===== src/rtl/fp_mul_issue_if.sv =====
// Issue, multiplier and writeback signals of the FMUL.S front-end, bundled for port connection.
// slave = the issue block itself; master = the core/multiplier side that drives it.
interface fp_mul_issue_if #(
    parameter int TAG_W = 5
);
    logic              req_valid;
    logic              req_ready;
    logic [31:0]       req_a;
    logic [31:0]       req_b;
    logic [TAG_W-1:0]  req_rd;
    logic              flush;
    logic [31:0]       mul_a;
    logic [31:0]       mul_b;
    logic [31:0]       mul_p;
    logic              rsp_valid;
    logic              rsp_ready;
    logic [31:0]       rsp_p;
    logic [TAG_W-1:0]  rsp_rd;
    logic              busy;

    modport slave (
        input  req_valid, req_a, req_b, req_rd, flush, mul_p, rsp_ready,
        output req_ready, mul_a, mul_b, rsp_valid, rsp_p, rsp_rd, busy
    );

    modport master (
        output req_valid, req_a, req_b, req_rd, flush, mul_p, rsp_ready,
        input  req_ready, mul_a, mul_b, rsp_valid, rsp_p, rsp_rd, busy
    );
endinterface


===== src/rtl/fp_mul_issue.sv =====
// Single-op FMUL.S issue front-end: result valid LAT cycles after accept, one op per LAT+1 back-to-back.
// Backpressure: result held until rsp_ready; a new request is taken only when idle or in the draining cycle.
module fp_mul_issue #(
    parameter int LAT   = 2,
    parameter int TAG_W = 5
) (
    input  logic            clk,
    input  logic            rst_n,
    fp_mul_issue_if.slave   io
);
    if (LAT < 1 || LAT > 15) begin : g_lat_range
        $error("fp_mul_issue: LAT must be within 1..15");
    end

    localparam logic [3:0] CNT_INIT = 4'(LAT - 1);

    typedef enum logic [1:0] {
        IDLE = 2'd0,
        EXEC = 2'd1,
        DONE = 2'd2
    } state_t;

    typedef struct packed {
        logic [31:0]      p;
        logic [TAG_W-1:0] rd;
    } rsp_t;

    state_t           state;
    logic [3:0]       cnt;
    logic [TAG_W-1:0] tag;
    logic [31:0]      mul_a_q;
    logic [31:0]      mul_b_q;
    rsp_t             rsp_q;
    logic             rsp_vld_q;
    logic             req_rdy_c;
    logic             accept;

    // Flush wins over everything, so no request slips in during the flush cycle.
    always_comb begin
        req_rdy_c = 1'b0;
        if (!io.flush) begin
            case (state)
                IDLE:    req_rdy_c = 1'b1;
                DONE:    req_rdy_c = io.rsp_ready;
                default: req_rdy_c = 1'b0;
            endcase
        end
    end

    assign accept = io.req_valid && req_rdy_c;

    always_ff @(posedge clk or negedge rst_n) begin
        if (!rst_n) begin
            state     <= IDLE;
            cnt       <= 4'd0;
            tag       <= '0;
            mul_a_q   <= 32'd0;
            mul_b_q   <= 32'd0;
            rsp_q     <= '0;
            rsp_vld_q <= 1'b0;
        end else if (io.flush) begin
            // Operands are left as-is; the multiplier output is simply ignored.
            state     <= IDLE;
            cnt       <= 4'd0;
            rsp_vld_q <= 1'b0;
        end else begin
            case (state)
                IDLE: ;
                EXEC: begin
                    if (cnt != 4'd0) begin
                        cnt <= cnt - 4'd1;
                    end else begin
                        rsp_q     <= '{p: io.mul_p, rd: tag};
                        rsp_vld_q <= 1'b1;
                        state     <= DONE;
                    end
                end
                DONE: begin
                    if (io.rsp_ready) begin
                        rsp_vld_q <= 1'b0;
                        state     <= IDLE;
                    end
                end
                default: state <= IDLE;
            endcase

            // Overrides the DONE->IDLE move when a new op arrives in the draining cycle.
            if (accept) begin
                mul_a_q <= io.req_a;
                mul_b_q <= io.req_b;
                tag     <= io.req_rd;
                cnt     <= CNT_INIT;
                state   <= EXEC;
            end
        end
    end

    assign io.req_ready = req_rdy_c;
    assign io.mul_a     = mul_a_q;
    assign io.mul_b     = mul_b_q;
    assign io.rsp_valid = rsp_vld_q;
    assign io.rsp_p     = rsp_q.p;
    assign io.rsp_rd    = rsp_q.rd;
    assign io.busy      = (state != IDLE);

    a_rsp_hold: assert property (@(posedge clk) disable iff (!rst_n)
        (rsp_vld_q && !io.rsp_ready && !io.flush) |=> (rsp_vld_q && $stable(rsp_q)));

    a_opnd_hold: assert property (@(posedge clk) disable iff (!rst_n)
        (state == EXEC) |=> ($stable(mul_a_q) && $stable(mul_b_q)));

    a_vld_in_done: assert property (@(posedge clk) disable iff (!rst_n)
        rsp_vld_q == (state == DONE));
endmodule


===== src/flat_wrapper.sv =====
// flat-port wrapper written by rule: the top's interface ports become plain ports
module fp_mul_issue_flat 
#(
    parameter int LAT   = 2,
    parameter int TAG_W = 5
)
  (clk, rst_n, io_req_valid, io_req_a, io_req_b, io_req_rd, io_flush, io_mul_p, io_rsp_ready, io_req_ready, io_mul_a, io_mul_b, io_rsp_valid, io_rsp_p, io_rsp_rd, io_busy);
  fp_mul_issue_if #(.TAG_W(TAG_W)) io_i ();
  input  logic clk;
  input  logic rst_n;
  input wire logic [$bits(io_i.req_valid)-1:0] io_req_valid;
  input wire logic [$bits(io_i.req_a)-1:0] io_req_a;
  input wire logic [$bits(io_i.req_b)-1:0] io_req_b;
  input wire logic [$bits(io_i.req_rd)-1:0] io_req_rd;
  input wire logic [$bits(io_i.flush)-1:0] io_flush;
  input wire logic [$bits(io_i.mul_p)-1:0] io_mul_p;
  input wire logic [$bits(io_i.rsp_ready)-1:0] io_rsp_ready;
  output wire logic [$bits(io_i.req_ready)-1:0] io_req_ready;
  output wire logic [$bits(io_i.mul_a)-1:0] io_mul_a;
  output wire logic [$bits(io_i.mul_b)-1:0] io_mul_b;
  output wire logic [$bits(io_i.rsp_valid)-1:0] io_rsp_valid;
  output wire logic [$bits(io_i.rsp_p)-1:0] io_rsp_p;
  output wire logic [$bits(io_i.rsp_rd)-1:0] io_rsp_rd;
  output wire logic [$bits(io_i.busy)-1:0] io_busy;
  assign io_i.req_valid = io_req_valid;
  assign io_i.req_a = io_req_a;
  assign io_i.req_b = io_req_b;
  assign io_i.req_rd = io_req_rd;
  assign io_i.flush = io_flush;
  assign io_i.mul_p = io_mul_p;
  assign io_i.rsp_ready = io_rsp_ready;
  assign io_req_ready = io_i.req_ready;
  assign io_mul_a = io_i.mul_a;
  assign io_mul_b = io_i.mul_b;
  assign io_rsp_valid = io_i.rsp_valid;
  assign io_rsp_p = io_i.rsp_p;
  assign io_rsp_rd = io_i.rsp_rd;
  assign io_busy = io_i.busy;
  fp_mul_issue #(.LAT(LAT), .TAG_W(TAG_W)) u_core (.clk(clk), .rst_n(rst_n), .io(io_i));
endmodule

===== config.mk =====
export PLATFORM = sky130hd
export DESIGN_NAME = fp_mul_issue_flat
export DESIGN_NICKNAME = d
export VERILOG_FILES = /design/src/rtl/fp_mul_issue_if.sv /design/src/rtl/fp_mul_issue.sv /design/src/flat_wrapper.sv
export SDC_FILE = /design/constraint.sdc
export NUM_CORES = 1
export LEC_CHECK = 0
export CAP_MARGIN = 10
export CELL_PAD_IN_SITES_DETAIL_PLACEMENT = 1
export CELL_PAD_IN_SITES_GLOBAL_PLACEMENT = 1
export CORE_MARGIN = 5
export CORE_UTILIZATION = 32
export CTS_CLUSTER_SIZE = 24
export DETAILED_ROUTE_END_ITERATION = 6
export GPL_ROUTABILITY_DRIVEN = 1
export PLACE_DENSITY = 0.82
export SETUP_SLACK_MARGIN = 0.3
export SLEW_MARGIN = 20
export SYNTH_ARGS = -nofsm -noshare
export SYNTH_HDL_FRONTEND = slang
export SYNTH_SLANG_ARGS = --single-unit

===== constraint.sdc =====
create_clock -name clk -period 2.1 [get_ports clk]
set_input_delay 0.42 -clock clk [delete_from_list [all_inputs] [get_ports clk]]
set_output_delay 0.42 -clock clk [all_outputs]
set_load 0.1 [all_outputs]

==> impl_results.rst <==
.. list-table::
   :header-rows: 1

   * - Metric
     - Value
   * - Layout Nets
     - 623
   * - Overall die height
     - 129 um
   * - Post-route minimum period
     - 1.98 ns
   * - Number of port buffers
     - 209
   * - Kind of cell adding the most delay to the critical path
     - simple AND/OR/NAND/NOR gates
   * - Final estimated routing congestion in global placement
     - a little over 0.8
   * - Boundary Pins
     - 210
   * - Series of cell instances along the critical path
     - inv_2, ha_4, nor3b_4, or3b_4, buf_6, buf_16, mux2_4
   * - Crit path buf inv count
     - 3
   * - Number of placement rows
     - 43
   * - Filler-free cell count of the finished design
     - 702
   * - R2R setup slack
     - 0.12 ns
   * - Synth cell types
     - 28
   * - Largest area contributor in the netlist
     - sky130_fd_sc_hd__dfrtp_1
   * - Final hold violation count
     - 0
   * - Warnings from Yosys
     - 0
   * - Final clock period utilization by the worst path
     - 0.943
   * - Largest net degree at the start of global routing
     - 58
   * - Register clock-pin slew on the reported worst setup and hold paths
     - approximately 0.050 ns
   * - Slew of the pin with the lowest slew margin
     - ~0.38 ns
   * - Ranking of synthesized cells by instance count
     - sky130_fd_sc_hd__dfrtp_1 (113), sky130_fd_sc_hd__mux2_2 (76), sky130_fd_sc_hd__mux2_4 (30)
   * - Number of buffers between clock root and the deepest sink
     - 2
   * - Leak
     - 0.00345 uW
   * - Number of setup violations in the final report
     - 0
   * - Worst slack, placed
     - 0.0299 ns
   * - Routed Antenna Nets
     - 0
   * - Slew HR
     - 0.747
   * - Share of the synthesized area in the top cell type
     - 0.628
   * - Clk Latency, worst-skew pair
     - 0.40 ns
   * - First-pass iteration count of the detailed router
     - 4
   * - Maximum capacitance violations
     - 0
   * - Reg2Reg Launch Point
     - u_core.cnt[0]
   * - Top FF cell, synth
     - sky130_fd_sc_hd__dfrtp_1
   * - Number of gates on the worst path with buffers counted
     - 7
   * - Antenna violations before repair
     - 1
   * - Average via count per standard cell
     - 4.58
   * - Post-synthesis async set-or-reset flop share
     - 1.00
   * - Accumulated negative setup slack
     - 0 ns
   * - Cell count after synthesis
     - 272
   * - Worst path slowest cell
     - sky130_fd_sc_hd__or3b_4
   * - Mean instance size in the synthesized netlist
     - 16.6 um2
   * - Worst Setup End Kind
     - flop
   * - Launching element of the worst setup path
     - u_core.cnt[0]
   * - Layout cells sized above 1
     - 0.527
   * - WS Path Type
     - reg -> reg
   * - Number of buffers created by CTS
     - 17
   * - Reg-to-reg critical path endpoint
     - u_core.io.rsp_p[20]
   * - CTS Root Buffer Type
     - sky130_fd_sc_hd__clkbuf_16
   * - Number of H-tree levels
     - 4
   * - Number of instances in the placed design
     - 658
   * - Data required time of the worst path
     - 2.38 ns
   * - WL/cell
     - 20.1 um
   * - CTS tree
     - yes
   * - Global router's overall resource usage
     - 0.171
   * - Hold Slack
     - 0.500 ns
   * - Path class of the lowest-slack min-delay path
     - in -> async
   * - Post-synth EDFFs
     - 0
   * - Antenna Cells
     - 0
   * - Max Fanout on Critical Path
     - 9
   * - Post-Synthesis Cell Area
     - between 4000 and 5000 um2
   * - Highest attainable clock frequency
     - 505 MHz
   * - Crit path largest cell delay
     - 0.46 ns
   * - Detailed placer's ending HPWL
     - 9920 um
   * - Kind of start point of the critical path
     - flop
   * - DR DRC count
     - 0
   * - Arrival time reported for the critical path endpoint
     - 2.26 ns
   * - Number of flip-flops and latches in the synthesized netlist
     - 113
   * - Total power of the final layout
     - between 10,000 and 15,000 uW
   * - Total die area
     - between 15,000 and 20,000 um2
   * - Final clock skew
     - 0.0105 ns
   * - Width of the die
     - about 130 um
   * - Ratio of total power to cell area
     - approximately 1700 nW/um2
   * - Post-route setup slack
     - 0.120 ns
   * - Worst vdd ir
     - between 0.7 and 0.8 mV
   * - Max-slew violation count
     - 0
   * - Via count of the first global-routing pass
     - about 3,800
   * - Sequential fraction of the synthesis area
     - 0.628
   * - Final Routed Wirelength
     - 14,100 um
   * - Clock sink total
     - 113
   * - Routed via count
     - 3,218
   * - Wire length of the first global-routing pass
     - about 21,000 um
   * - Initial Utilization
     - 0.326
   * - Iter 0 DRT Violations
     - 108
   * - Overall overflow remaining after global route
     - 0
   * - Cells taking the most area after synthesis
     - sky130_fd_sc_hd__dfrtp_1 (63%), sky130_fd_sc_hd__mux2_2 (19%), sky130_fd_sc_hd__mux2_4 (10%), sky130_fd_sc_hd__buf_12 (1.3%), sky130_fd_sc_hd__buf_2 (0.78%)
   * - Logic depth of the worst register-to-register path
     - 7
   * - CORE AREA
     - between 10,000 and 15,000 um2
   * - Most frequent cell after synthesis
     - sky130_fd_sc_hd__dfrtp_1
   * - Number of nets produced by synthesis
     - 380
   * - Post-synthesis to final-layout area growth
     - 64.3%
   * - Outcome
     - completed
   * - Critical path destination
     - u_core.io.rsp_p[20]
   * - Unrepaired setup endpoints after global routing
     - true
registers in the layout, summed over array words and instances (netlist names):
register,flops
u_core.io.rsp_valid,1
u_core.io.mul_a,32
u_core.io.rsp_rd,5
u_core.cnt,4
u_core.state,2
u_core.io.rsp_p,32
u_core.tag,5
u_core.io.mul_b,32
cells by family after synthesis:
| logic type | after synthesis | share of synthesized area |
|---|---|---|
| simple gates | 22 | 0.0333 |
| fa+ha+maj | 2 | 0.00555 |
| buf+inv | 17 | 0.0286 |
| compound gates | 12 | 0.0150 |
| mux | 106 | 0.290 |
| flops | 113 | 0.628 |
worst min path at each step:
stage                          end  slack [ns]  cells after the start
6_report       u_core.io.rsp_p[22]        0.50                      2
3_5_place_dp    u_core.io.rsp_p[3]        0.37                      1
3_3_place_gp   u_core.io.rsp_p[28]        0.36                      1
5_1_grt            u_core.state[0]        0.50                      3
4_1_cts            u_core.state[0]        0.47                      3
2_1_floorplan        u_core.cnt[0]        0.12                      0
routing by layer:
layer	share of wire	GRT usage
met5	0.00050	0
met1	0.37	0.188
met3	0.093	0.0751
met2	0.53	0.306
met4	0.0074	0.0389
through the flow:
| stage | utilization | area (um2) |
|---|---|---|
| 6_report | 0.535 | 7400 |
| 3_5_place_dp | 0.479 | 6620 |
| 4_1_cts | 0.531 | 7340 |
| 5_1_grt | 0.535 | 7400 |
| 2_1_floorplan | - | 4520 |
| 3_3_place_gp | 0.479 | 6620 |
worst reg2reg max path, stage by stage (launching register included):
cell	delay, ns
sky130_fd_sc_hd__dfrtp_1	0.39
sky130_fd_sc_hd__inv_2	0.09
sky130_fd_sc_hd__ha_4	0.14
sky130_fd_sc_hd__nor3b_4	0.18
sky130_fd_sc_hd__or3b_4	0.46
sky130_fd_sc_hd__buf_6	0.17
sky130_fd_sc_hd__buf_16	0.15
sky130_fd_sc_hd__mux2_4	0.30
power breakdown:
part           internal [uW]  switching, uW
combinational           1680           5180
clock                   1520            881
sequential              2810            386
total                   6010           6450
cells in the final DEF (no fill, tap or decap), types with 2 or more instances in the layout:
master / instances
sky130_fd_sc_hd__buf_6: 4
sky130_fd_sc_hd__clkinv_2: 2
sky130_fd_sc_hd__dlygate4sd2_1: 2
sky130_fd_sc_hd__nand2b_1: 2
sky130_fd_sc_hd__clkdlybuf4s50_1: 102
sky130_fd_sc_hd__buf_4: 116
sky130_fd_sc_hd__a21oi_1: 6
sky130_fd_sc_hd__clkbuf_8: 2
sky130_fd_sc_hd__buf_16: 4
sky130_fd_sc_hd__nand2_1: 3
sky130_fd_sc_hd__inv_1: 2
sky130_fd_sc_hd__buf_12: 6
sky130_fd_sc_hd__clkbuf_16: 18
sky130_fd_sc_hd__mux2_4: 30
sky130_fd_sc_hd__o21ai_0: 4
sky130_fd_sc_hd__or4_2: 2
sky130_fd_sc_hd__inv_2: 2
sky130_fd_sc_hd__mux2_2: 76
sky130_fd_sc_hd__dfrtp_1: 112
sky130_fd_sc_hd__clkbuf_1: 5
area by class of cell:
cell class                 instances  area [um2]
fill                            1353        6430
sequential                       113        2830
timing repair buffer             237        2250
multi-input combinational        142        1600
clock buffer                      24         472
tap                              180         225
inverter                           4        15.0
clock inverter                     2        10.0
repair_timing:
item	4_1_cts	5_1_grt
resized for setup	18	1
setup endpoints to repair	39	39
buffers inserted	7	4
cloned	5	1
hold buffers	1	0
endpoints found under the hold margin	22	0
pin swaps	2	2
Power figures use the tool's default switching activity.
